[config.mk]
export PLATFORM = sky130hd
export DESIGN_NAME = mmio_host_requester
export DESIGN_NICKNAME = d
export VERILOG_FILES = /design/src/rtl/mmio_host_requester.sv
export SDC_FILE = /design/constraint.sdc
export NUM_CORES = 1
export LEC_CHECK = 0
export BUFFER_PORTS_ARGS = -buffer_cell sky130_fd_sc_hd__buf_2
export CORE_MARGIN = 10
export CORE_UTILIZATION = 48
export DETAILED_ROUTE_END_ITERATION = 16
export PLACE_DENSITY = 0.94
export SYNTH_ARGS = -nofsm -noshare
export SYNTH_HDL_FRONTEND = slang
export SYNTH_SLANG_ARGS = --single-unit
export TNS_END_PERCENT = 1
[constraint.sdc]
create_clock -name clk -period 3.1 [get_ports clk]
set_clock_uncertainty 0.05 [all_clocks]
set_input_delay 0 -clock clk [delete_from_list [all_inputs] [get_ports clk]]
set_output_delay 0 -clock clk [all_outputs]
set_load 0.005 [all_outputs]
[src/rtl/mmio_host_requester.sv]
// rtl/mmio_host_requester.sv - CCI-P MMIO host requester; optional statistics counters under MMIO_REQ_STATS_EN
module mmio_host_requester #(
   parameter int TIMEOUT_CYCLES = 256,
   parameter int TID_W          = 9
) (
   input  logic             clk,
   input  logic             rst,
   input  logic             cmd_valid,
   output logic             cmd_ready,
   input  logic             cmd_wr,
   input  logic [15:0]      cmd_addr,
   input  logic [63:0]      cmd_wdata,
   output logic             mmio_rd_valid,
   output logic             mmio_wr_valid,
   output logic [15:0]      mmio_addr,
   output logic [TID_W-1:0] mmio_tid,
   output logic [63:0]      mmio_wdata,
   input  logic             rsp_valid,
   input  logic [TID_W-1:0] rsp_tid,
   input  logic [63:0]      rsp_data,
   output logic             done_valid,
   output logic [63:0]      done_rdata,
   output logic [1:0]       done_err
`ifdef MMIO_REQ_STATS_EN
   ,
   output logic [31:0]      stat_rd_cnt,
   output logic [31:0]      stat_wr_cnt,
   output logic [15:0]      stat_tmo_cnt,
   output logic [15:0]      stat_stale_cnt
`endif
);

   localparam logic [1:0] ST_IDLE  = 2'd0;
   localparam logic [1:0] ST_ISSUE = 2'd1;
   localparam logic [1:0] ST_WAIT  = 2'd2;
   localparam logic [1:0] ST_DONE  = 2'd3;

   localparam logic [1:0] ERR_OK    = 2'b00;
   localparam logic [1:0] ERR_TMO   = 2'b01;
   localparam logic [1:0] ERR_ALIGN = 2'b10;

   // One extra bit so the timer can hold TIMEOUT_CYCLES itself on the exit cycle.
   localparam int             TMR_W    = $clog2(TIMEOUT_CYCLES + 1);
   localparam logic [TMR_W-1:0] TMR_LAST = TMR_W'(TIMEOUT_CYCLES - 1);

   logic [1:0]       state;
   logic [TID_W-1:0] tid_cnt;
   logic [TMR_W-1:0] timer;
   logic             is_rd;

   logic             issue_go;
   logic             align_err;
   logic             rsp_match;
   logic             timed_out;

   assign cmd_ready = (state == ST_IDLE);
   assign issue_go  = cmd_ready && cmd_valid && !cmd_addr[0];
   assign align_err = cmd_ready && cmd_valid &&  cmd_addr[0];
   // mmio_tid holds the tid of the outstanding read, so it doubles as the match key.
   assign rsp_match = (state == ST_WAIT) && rsp_valid && (rsp_tid == mmio_tid);
   // A matching response in the last timer cycle wins over the timeout.
   assign timed_out = (state == ST_WAIT) && !rsp_match && (timer == TMR_LAST);

   // Command sequencing: IDLE -> ISSUE -> (WAIT_RSP) -> DONE -> IDLE, misaligned skips to DONE
   always_ff @(posedge clk) begin
      if (rst) begin
         state <= ST_IDLE;
      end else begin
         case (state)
            ST_IDLE: begin
               if (align_err)
                  state <= ST_DONE;
               else if (issue_go)
                  state <= ST_ISSUE;
            end
            ST_ISSUE: state <= is_rd ? ST_WAIT : ST_DONE;
            ST_WAIT: begin
               if (rsp_match || timed_out)
                  state <= ST_DONE;
            end
            ST_DONE: state <= ST_IDLE;
            default: state <= ST_IDLE;
         endcase
      end
   end

   // Request fields latched on accept; pulses last exactly the ISSUE cycle; tid advances per issue
   always_ff @(posedge clk) begin
      if (rst) begin
         mmio_rd_valid <= 1'b0;
         mmio_wr_valid <= 1'b0;
         mmio_addr     <= '0;
         mmio_tid      <= '0;
         mmio_wdata    <= '0;
         tid_cnt       <= '0;
         is_rd         <= 1'b0;
      end else begin
         mmio_rd_valid <= issue_go && !cmd_wr;
         mmio_wr_valid <= issue_go &&  cmd_wr;
         if (issue_go) begin
            mmio_addr  <= cmd_addr;
            mmio_tid   <= tid_cnt;
            mmio_wdata <= cmd_wdata;
            is_rd      <= !cmd_wr;
            tid_cnt    <= tid_cnt + TID_W'(1);
         end
      end
   end

   // Response timer: zero outside WAIT_RSP so it starts at 0 on entry
   always_ff @(posedge clk) begin
      if (rst || (state != ST_WAIT))
         timer <= '0;
      else
         timer <= timer + TMR_W'(1);
   end

   // Completion pulse with data/status, cleared again on the following cycle
   always_ff @(posedge clk) begin
      if (rst) begin
         done_valid <= 1'b0;
         done_rdata <= '0;
         done_err   <= ERR_OK;
      end else begin
         done_valid <= align_err || ((state == ST_ISSUE) && !is_rd) || rsp_match || timed_out;
         done_rdata <= rsp_match ? rsp_data : 64'd0;
         if (align_err)
            done_err <= ERR_ALIGN;
         else if (timed_out)
            done_err <= ERR_TMO;
         else
            done_err <= ERR_OK;
      end
   end

`ifdef MMIO_REQ_STATS_EN
   logic rd_evt;
   logic wr_evt;
   logic stale_evt;

   assign rd_evt    = issue_go && !cmd_wr;
   assign wr_evt    = issue_go &&  cmd_wr;
   // Any response that does not complete the outstanding read was ignored.
   assign stale_evt = rsp_valid && !rsp_match;

   // Saturating activity counters
   always_ff @(posedge clk) begin
      if (rst) begin
         stat_rd_cnt    <= '0;
         stat_wr_cnt    <= '0;
         stat_tmo_cnt   <= '0;
         stat_stale_cnt <= '0;
      end else begin
         if (rd_evt && (stat_rd_cnt != '1))
            stat_rd_cnt <= stat_rd_cnt + 32'd1;
         if (wr_evt && (stat_wr_cnt != '1))
            stat_wr_cnt <= stat_wr_cnt + 32'd1;
         if (timed_out && (stat_tmo_cnt != '1))
            stat_tmo_cnt <= stat_tmo_cnt + 16'd1;
         if (stale_evt && (stat_stale_cnt != '1))
            stat_stale_cnt <= stat_stale_cnt + 16'd1;
      end
   end
`endif

endmodule

After elaboration in Yosys (flattened, before gate mapping)
Index checks and enable logic that the tools add are counted.
{ "op_classes": {"addsub": 2, "eq_ne": 8, "muxes": 7, "n_bitwise": 1, "n_reduce_logical": 23} }
{ "op_table": {"columns": ["cell", "n"], "rows": [
  ["$add 9x1->9 const B", 2],
  ["$logic_and 1x1->1", 10],
  ["$eq 9x8->1 const B", 1],
  ["$eq 9x9->1", 1],
  ["$mux 2", 4],
  ["$pmux 2 s4", 1],
  ["$logic_or 1x1->1", 5],
  ["$eq 2x2->1 const B", 2],
  ["$logic_not 1->1", 4],
  ["$reduce_or 2->1", 2],
  ["$ne 3x1->1 const B", 1],
  ["$eq 2x1->1 const B", 1],
  ["$logic_not 2->1", 1],
  ["$mux 1", 2],
  ["$ne 2x1->1 const B", 1],
  ["$ne 2x2->1 const B", 1],
  ["$reduce_and 2->1", 1],
  ["$not 1->1", 1]
]} }
{ "totals": {"ff_bits": 179, "output_inout_bits": 159} }

Logic depth before layout (Yosys ltp)
Gate-level depths: netlist of run 1.
{ "depth": {"word_depth": 9, "depth_mapped": 8, "mapped_depth_nobuf": 8} }

Worst setup path after synthesis of run 1
OpenSTA, ideal clock, no wires.
{ "synth_path": {"kind": "register to register", "from": "reg state[0]", "to": "reg done_rdata[15]", "setup_ns": 0.057, "arrival_time_ns": 1.857, "required_ns": 2.993, "setup_slack_ns": 1.135, "path_stages_with_launch": 8, "path_cell_list": "dfxtp_1 inv_1 ha_1 nand2_1 or4_4 nor4_4 clkbuf_2 and2_2"} }
{ "synth_between": {"elab_chain_cells": 5} }
{ "synth_rtl": {"columns": ["item", "line_no", "text"], "rows": [
  ["from (decl)", "46", "logic [1:0] state;"],
  ["from (signal assigned)", "76", "ST_ISSUE: state <= is_rd ? ST_WAIT : ST_DONE;"],
  ["$eq 2x2->1", "60", "assign rsp_match = (state == ST_WAIT) && rsp_valid && (rsp_tid == mmio_tid);"],
  ["$logic_and 1x1->1 (2 in series)", "60", null],
  ["$not 1->1 (no source line)", null, null],
  ["$reduce_or 2->1 (no source line)", null, null],
  ["to (signal assigned)", "126", "done_rdata <= rsp_match ? rsp_data : 64'd0;"],
  ["to (decl)", "22", "output logic [63:0] done_rdata,"]
]} }
Every way passes these cells.
A chain may end at the register's enable or synchronous reset.

Final worst setup path of run 1
{ "layout_path": {"from": "reg state[0]", "to": "reg done_rdata[26]"} }
The elaborated chain is that of the path after synthesis.

==> implementation parameters, run 1 <==
Parameter                              Value

Status
  Result of the run ... completed

Clocking
  Clock transition at path regs ... 0.08 ns
  Clock buffers created by TritonCTS ... 17
  Clock tree from TritonCTS ... built
  Post-cts repair resize count ... 0
  Library cell used as clock root buffer ... clkbuf_16
  Buffers inserted during post-CTS setup optimization ... 0
  CTS sink cnt ... 179
  Hold-fix buffers, CTS ... 147
  H-tree Lvls ... 4
  Max clock buf depth ... 2
  Insertion delay to the later sink of the worst-skew pair ... 0.43 ns

Layout
  Number of filler cells placed in the layout ... 653
  Growth of design area from synthesis to finish ... 63.02%
  Count of nets after finishing ... 1,269
  Layout cells sized above 1 ... 36.49%
  Most frequent standard cell in the layout excluding fill and tap cells ... buf_2
  Commonest cells after routing, fill and taps aside ... 315 x buf_2, 181 x nand2_1, 179 x dfxtp_1

Drt
  Average detailed-routed wire length per instance ... 21.85 µm
  Residual DRC ... 0
  Post-Route M1 WL ... 8.718 mm
  Routed wire length ... 28.19 mm
  Via count ... 6,833
  Iteration-0 DRC count of the detailed router ... 589
  Number of detailed-route iterations in the first pass ... 5
  Via-to-Cell Ratio ... 5.297
  Met3 Routed Length ... 2.901 mm
  Highest metal layer used by the detailed router ... met4
  Routed length on met2 ... 14.71 mm
  Remaining number of nets flagged by the antenna check after routing ... 0

Placement
  Gpl congestion ... 0.7990
  Pre-CTS WS ... 0.9007 ns
  Port Buffers ... 316
  DPL Wire Length ... 14.81 mm

Global routing
  Global-route usage over all layers ... 31.13%
  Number of global-route vias before repair ... 7,319
  Global-route wire length before repair ... 42.52 mm
  Largest net degree at the start of global routing ... 65
  Overall overflow remaining after global route ... 0
  Antenna violations before repair ... 2

Worst setup path
  Cells on worst reg2reg path ... 7
  Category of the worst setup path launch point ... flop
  Data arrival, critical path ... 2.83 ns
  Crit-path max FO ... 64
  Startpoint-to-endpoint class of the critical path ... flop to flop
  Element type at the critical path end ... flop
  Required time of the critical path ... 3.42 ns

Synth
  Share of the synthesized area in the top cell type ... 59.53%
  Number of nets in the synthesized netlist ... 819
  Yosys warnings ... 0
  Portion of the post-synthesis area used by sequential elements ... 59.53%
  Synth Cell Area ... 0.006020 mm²
  Simple-Gate Fraction of Synth Area ... 24.59%
  Portion of netlist area occupied by mux cells ... 0%
  Top post-synthesis cells by area ... dfxtp_1 60%, nand2_1 11%, a21oi_1 7.6%
  Cells after Synth ... 655
  Adder-Cell Fraction of Synth Area ... 1.247%
  Xor-xnor portion of the synthesized cell area ... 3.055%
  Combinational family with the most area after synthesis ... simple AND/OR/NAND/NOR gates
  Post-synthesis compound-gate area fraction ... 8.584%
  Mean Syn Cell Area ... 9.190 µm²
  Post-synth top area cell ... dfxtp_1
  Number of flip-flops and latches in the synthesized netlist ... 179
  Count of unique library cells instantiated by Yosys ... 35

Run
  Max-cap violation count ... 0

Power
  Pwr dens ... 588.0 mW/mm²
  Static power due to leakage ... 4.613 nW
  IR Drop Worst-Case VDD ... 0.4078 mV

Min path
  WHS Path Cells ... 2
  Hold/Removal Path Class ... input pin to flop

Floorplanning
  # IOs ... 317
  Die boundary height ... 132.0 µm
  Std-Cell Rows ... 40
  Placeable core region ... 0.01216 mm²
  Die Span X ... 132.0 µm
  Die Area ... 0.01742 mm²
  Effective utilization at floorplan ... 49.50%

STA
  RSZ-0062 raised after global routing ... no
  Hold violation count in the final report ... 0
  Part of the cycle the worst path needs ... 80.89%
  Final worst-path setup slack ... 0.5925 ns
  Achievable Freq ... 398.8 MHz
  Worst slew margin relative to its limit ... 46.40%
  Fin. max-slew vios ... 0
  Worst Max-Slew Pin Slew ... 0.7966 ns
  Clock period minus worst slack ... 2.507 ns
  Setup Viol. Count Final ... 0
  Setup total negative slack ... 0 ns
layout make-up:
| type | count | area [µm²] | share of cell area (%) |
|---|---|---|---|
| multi-input combinational | 431 | 2257 | 23.00 |
| clock inverter | 13 | 143.9 | 1.466 |
| clock buffer | 19 | 452.9 | 4.616 |
| inverter | 6 | 22.52 | 0.2295 |
| sequential | 179 | 3583 | 36.52 |
| tap | 168 | 210.2 | 2.142 |
| timing repair buffer | 470 | 3133 | 31.93 |
| antenna | 4 | 10.01 | 0.1020 |
per-layer routing:
layer,global-route usage [%],vias to the layer above
met3,10.18,131
met1,27.76,3165
met5,0,-
li1,-,3007
met2,57.46,530
met4,22.25,0
power by group:
group	total [mW]	switching (mW)	internal (mW)
clock network	2.22	0.974	1.24
logic	1.03	0.578	0.450
registers	2.53	0.0925	2.43
kinds of logic (layout without fill, tap and decap cells):
group           count (synthesis)  count (layout)
xor+xnor                       21              21
fa+ha+maj                       6               6
simple gates                  304             304
buf+inv                        45             508
compound gates                100             100
flops                         179             179
other cells                     0               4
worst max-delay path: stages, from the launching register on:
cell and delay [ns]:
dfxtp_1 0.36, inv_1 0.11, ha_1 0.27, nand2_1 0.13
or4_4 0.53, nor4_4 0.22, buf_4 0.45, and2_2 0.29
Yosys cell counts:
library cell  number
clkbuf_2           6
nor2_1            21
o21ai_0            3
inv_1              6
and3_1             4
buf_4              1
dfxtp_1          179
a211oi_1           1
and3b_1            1
nand2b_1           3
a41oi_1            1
nor4_1             3
nand4b_1           1
o31ai_1            1
nor3b_1            2
clkbuf_1          31
buf_1              1
nor4_4             1
or4_4              2
nand4_1            3
nand2_1          181
xor2_1            13
and2_1            17
nor2b_1            2
a21oi_1           92
or2_2              1
nand3b_1           1
ha_1               6
and4_1             1
and2_2            48
a221oi_1           2
nand3_1            6
or3_1              2
xnor2_1            8
nor3_1             4
state kept, by name (all words and copies together), names as in the netlist:
register and flops:
done_rdata 64, is_rd 1, tid_cnt 9, mmio_wdata 64, state 2, mmio_tid 9
mmio_addr 16, mmio_wr_valid 1, done_err 2, timer 9, done_valid 1, mmio_rd_valid 1
through the flow:
| stage | instances | instance area [µm²] | hold slack [ns] | utilization [%] | power (mW) |
|---|---|---|---|---|---|
| final | 1290 | 9813 | 0.04649 | 80.69 | 5.770 |
| after global placement | 1107 | 7735 | 0.1474 | 63.60 | 3.306 |
| after detailed placement | 1107 | 7735 | 0.1539 | 63.60 | 3.343 |
| after floorplan | 655 | 6020 | 0.02931 | - | 2.977 |
| after global routing | 1288 | 9808 | 0.06872 | 80.65 | 5.930 |
| after CTS | 1286 | 9803 | 0.02099 | 80.61 | 5.639 |
worst paths after layout:
kind / start / endpoint / slack (ns)
setup / recovery: state[0]$_SDFFE_PP0P_ / done_rdata[26]$_SDFF_PP0_ / 0.59
hold / removal: rst / tid_cnt[8]$_SDFFE_PP0P_ / 0.05
setup reg to reg: state[0]$_SDFFE_PP0P_ / done_rdata[26]$_SDFF_PP0_ / 0.59
hold reg to reg: mmio_wdata[39]$_SDFFE_PP0P_ / mmio_wdata[39]$_SDFFE_PP0P_ / 0.41
Power figures use the tool's default switching activity.
==> run 2: changes to the inputs <==
--- a/config.mk
+++ b/config.mk
@@ -7,9 +7,9 @@
 export LEC_CHECK = 0
 export BUFFER_PORTS_ARGS = -buffer_cell sky130_fd_sc_hd__buf_2
 export CORE_MARGIN = 10
-export CORE_UTILIZATION = 48
+export CORE_UTILIZATION = 45
 export DETAILED_ROUTE_END_ITERATION = 16
-export PLACE_DENSITY = 0.94
+export PLACE_DENSITY = 0.9
 export SYNTH_ARGS = -nofsm -noshare
 export SYNTH_HDL_FRONTEND = slang
 export SYNTH_SLANG_ARGS = --single-unit
==> constraint.sdc (replaced) <==
create_clock -name clk -period 2.5 [get_ports clk]
set_clock_uncertainty 0.05 [all_clocks]
set_input_delay 0 -clock clk [delete_from_list [all_inputs] [get_ports clk]]
set_output_delay 0 -clock clk [all_outputs]
set_load 0.005 [all_outputs]
==> run 2 against run 1 <==
  * Register-to-register slack worse by 0.34 ns
  * Power up 22%
  * Fmax up 11%
  * Critical path type unchanged
  * Largest cell class unchanged
==> implementation parameters, run 2 (synthesized netlist as in run 1, its figures left out) <==
Parameter                              Value

Worst setup path
  Start point of the critical path ... state[0]$_SDFFE_PP0P_
  Maximum cell stage delay along the critical path ... 0.54 ns (about the same)
  Launching point of the worst reg2reg path ... state[0]$_SDFFE_PP0P_
  Element type at the critical path end ... flop
  Crit-path max FO ... 64 (unchanged)
  Category of the worst setup path launch point ... flop
  Cells along the critical path ... inv_1 -> ha_1 -> nand2_1 -> or4_4 -> nor4_4 -> buf_12 -> and2_2
  Startpoint-to-endpoint class of the critical path ... flop to flop
  Data arrival, critical path ... 2.57 ns (-0.26 ns)
  Required time of the critical path ... 2.82 ns (-0.60 ns)
  Worst path slowest cell ... or4_4

Floorplanning
  Die boundary height ... 135.7 µm (+2.8%)
  Die Span X ... 135.7 µm (+2.8%)
  Die Area ... 0.01840 mm² (+5.6%)
  Placeable core region ... 0.01319 mm² (+8.5%)
  Std-Cell Rows ... 42 (+5.0%)
  Effective utilization at floorplan ... 45.64% (-3.9 points)
  # IOs ... 317 (unchanged)

Clocking
  Clock tree from TritonCTS ... built
  Insertion delay to the later sink of the worst-skew pair ... 0.44 ns (about the same)
  Post-cts repair resize count ... 0 (unchanged)
  Hold-fix buffers, CTS ... 148 (+0.68%)
  Library cell used as clock root buffer ... clkbuf_16
  H-tree Lvls ... 4 (unchanged)
  Buffers inserted during post-CTS setup optimization ... 0 (unchanged)
  CTS sink cnt ... 179 (unchanged)
  Max clock buf depth ... 2 (unchanged)
  Clock buffers created by TritonCTS ... 17 (unchanged)
  Clock transition at path regs ... 0.08 ns (about the same)

Power
  Sequential group share of total power ... 44.2% (+0.4 points)
  Static power due to leakage ... 4.627 nW (+0.30%)
  Pwr dens ... 715.6 mW/mm² (+22%)
  Switching power total ... 2.128 mW (+29%)
  IR Drop Worst-Case VDD ... 0.4869 mV (+19%)
  Switching Fraction ... 30.16% (+1.7 points)
  Internal Pwr Total ... 4.926 mW (+19%)
  Clock Power Share ... 38.2% (-0.2 points)
  Portion of total power attributed to combinational logic ... 17.6% (-0.2 points)

Drt
  Number of detailed-route iterations in the first pass ... 6 (+1)
  Remaining number of nets flagged by the antenna check after routing ... 0 (unchanged)
  Via-to-Cell Ratio ... 5.108 (-3.6%)
  Iteration-0 DRC count of the detailed router ... 547 (-7.1%)
  Residual DRC ... 0 (unchanged)
  Routed wire length ... 25.75 mm (-8.7%)
  Via count ... 6,635 (-2.9%)
  Average detailed-routed wire length per instance ... 19.82 µm (-9.3%)

Global routing
  Global-route wire length before repair ... 37.99 mm (-11%)
  Number of global-route vias before repair ... 6,783 (-7.3%)
  Overall overflow remaining after global route ... 0 (unchanged)
  Antenna violations before repair ... 4 (+2)
  Largest net degree at the start of global routing ... 79 (+22%)
  Global-route usage over all layers ... 26.54% (-4.6 points)

Layout
  Growth of design area from synthesis to finish ... 63.75%
  Count of nets after finishing ... 1,270 (+0.079%)
  Most frequent standard cell in the layout excluding fill and tap cells ... buf_2
  Largest registers ... done_rdata (64), mmio_wdata (64), mmio_addr (16)
  Number of filler cells placed in the layout ... 784 (+20%)
  Commonest cells after routing, fill and taps aside ... 315 x buf_2, 181 x nand2_1, 179 x dfxtp_1
  Post-route cell area ... 0.009857 mm² (+0.45%)
  Layout cells sized above 1 ... 36.46% (about the same)

Min path
  Startpoint of the worst hold path ... cmd_valid
  Hold/Removal Path Class ... input pin to flop

Run
  Max-cap violation count ... 0 (unchanged)

STA
  Achievable Freq ... 444.5 MHz (+11%)
  Final worst-path setup slack ... 0.2503 ns (-0.3422 ns)
  Fin. max-slew vios ... 0 (unchanged)
  Setup total negative slack ... 0 ns (unchanged)
  Hold violation count in the final report ... 0 (unchanged)
  Worst Max-Slew Pin Slew ... 0.5308 ns (-0.2659 ns)
  Clock period minus worst slack ... 2.250 ns (-0.2578 ns)
  Worst slew margin relative to its limit ... 64.62% (+18 points)
  Setup Viol. Count Final ... 0 (unchanged)
  RSZ-0062 raised after global routing ... no
  Part of the cycle the worst path needs ... 89.99% (+9.1 points)

Placement
  Port Buffers ... 316 (unchanged)
  Instance area after placement ... 0.007757 mm² (+0.29%)
  Gpl congestion ... 0.8200 (+2.6%)
  DPL Wire Length ... 13.99 mm (-5.6%)
  Pre-CTS WS ... 0.4298 ns (-0.4709 ns)

Status
  Result of the run ... completed
[run 2: path summary, 6_finish.rpt]
path	depth (start not counted)	endpoint	slack, ns
max	7	done_rdata[52]$_SDFF_PP0_	0.25
min	3	mmio_tid[2]$_SDFFE_PP0P_	0.04
max reg2reg	7	done_rdata[52]$_SDFF_PP0_	0.25
min reg2reg	1	timer[0]$_SDFF_PP0_	0.39
[run 2: stage by stage]
step                cells  hold slack [ns]  power, mW  utilization (%)
floorplan             655          0.02931      3.691                -
global placement     1115           0.1491      4.096            58.81
detailed placement   1115           0.1528      4.130            58.81
CTS                  1295         0.008404      6.952            74.65
global route         1299          0.07964      7.314            74.73
finish               1299          0.04168      7.054            74.73
[run 2: power by group through the flow]
stage	registers (mW)	clock network (mW)	logic [mW]
6_report	3.12	2.69	1.24
5_1_grt	3.14	2.84	1.34
4_1_cts	3.10	2.70	1.15
3_5_place_dp	3.17	0	0.961
3_3_place_gp	3.16	0	0.939
2_1_floorplan	3.18	0	0.513
[run 2: layout make-up]
| cell class | count | area [µm²] | share of cell area [%] |
|---|---|---|---|
| clock inverter | 15 | 182.7 | 1.853 |
| clock buffer | 17 | 425.4 | 4.316 |
| antenna | 4 | 10.01 | 0.1015 |
| multi-input combinational | 431 | 2257 | 22.90 |
| inverter | 6 | 22.52 | 0.2285 |
| sequential | 179 | 3583 | 36.35 |
| timing repair buffer | 471 | 3156 | 32.01 |
| tap | 176 | 220.2 | 2.234 |
[run 2: worst max-delay path: cells and delay by family (launching register included)]
kind	cells	cell delay [ns]
AND/OR/NAND/NOR	4	1.16
buffers and inverters	2	0.39
flip-flops	1	0.36
adder cells (fa/ha/maj)	1	0.22
[run 2: per-layer routing]
layer / share of wire, % / vias to the layer above / global-route usage, % / wire, µm
met4: 6.3 / 0 / 17.58 / 1610
li1: - / 3016 / - / -
met1: 32 / 3065 / 25.51 / 8171
met2: 52 / 433 / 47.35 / 13410
met3: 9.9 / 121 / 8.754 / 2553
met5: 0 / - / 0 / 0
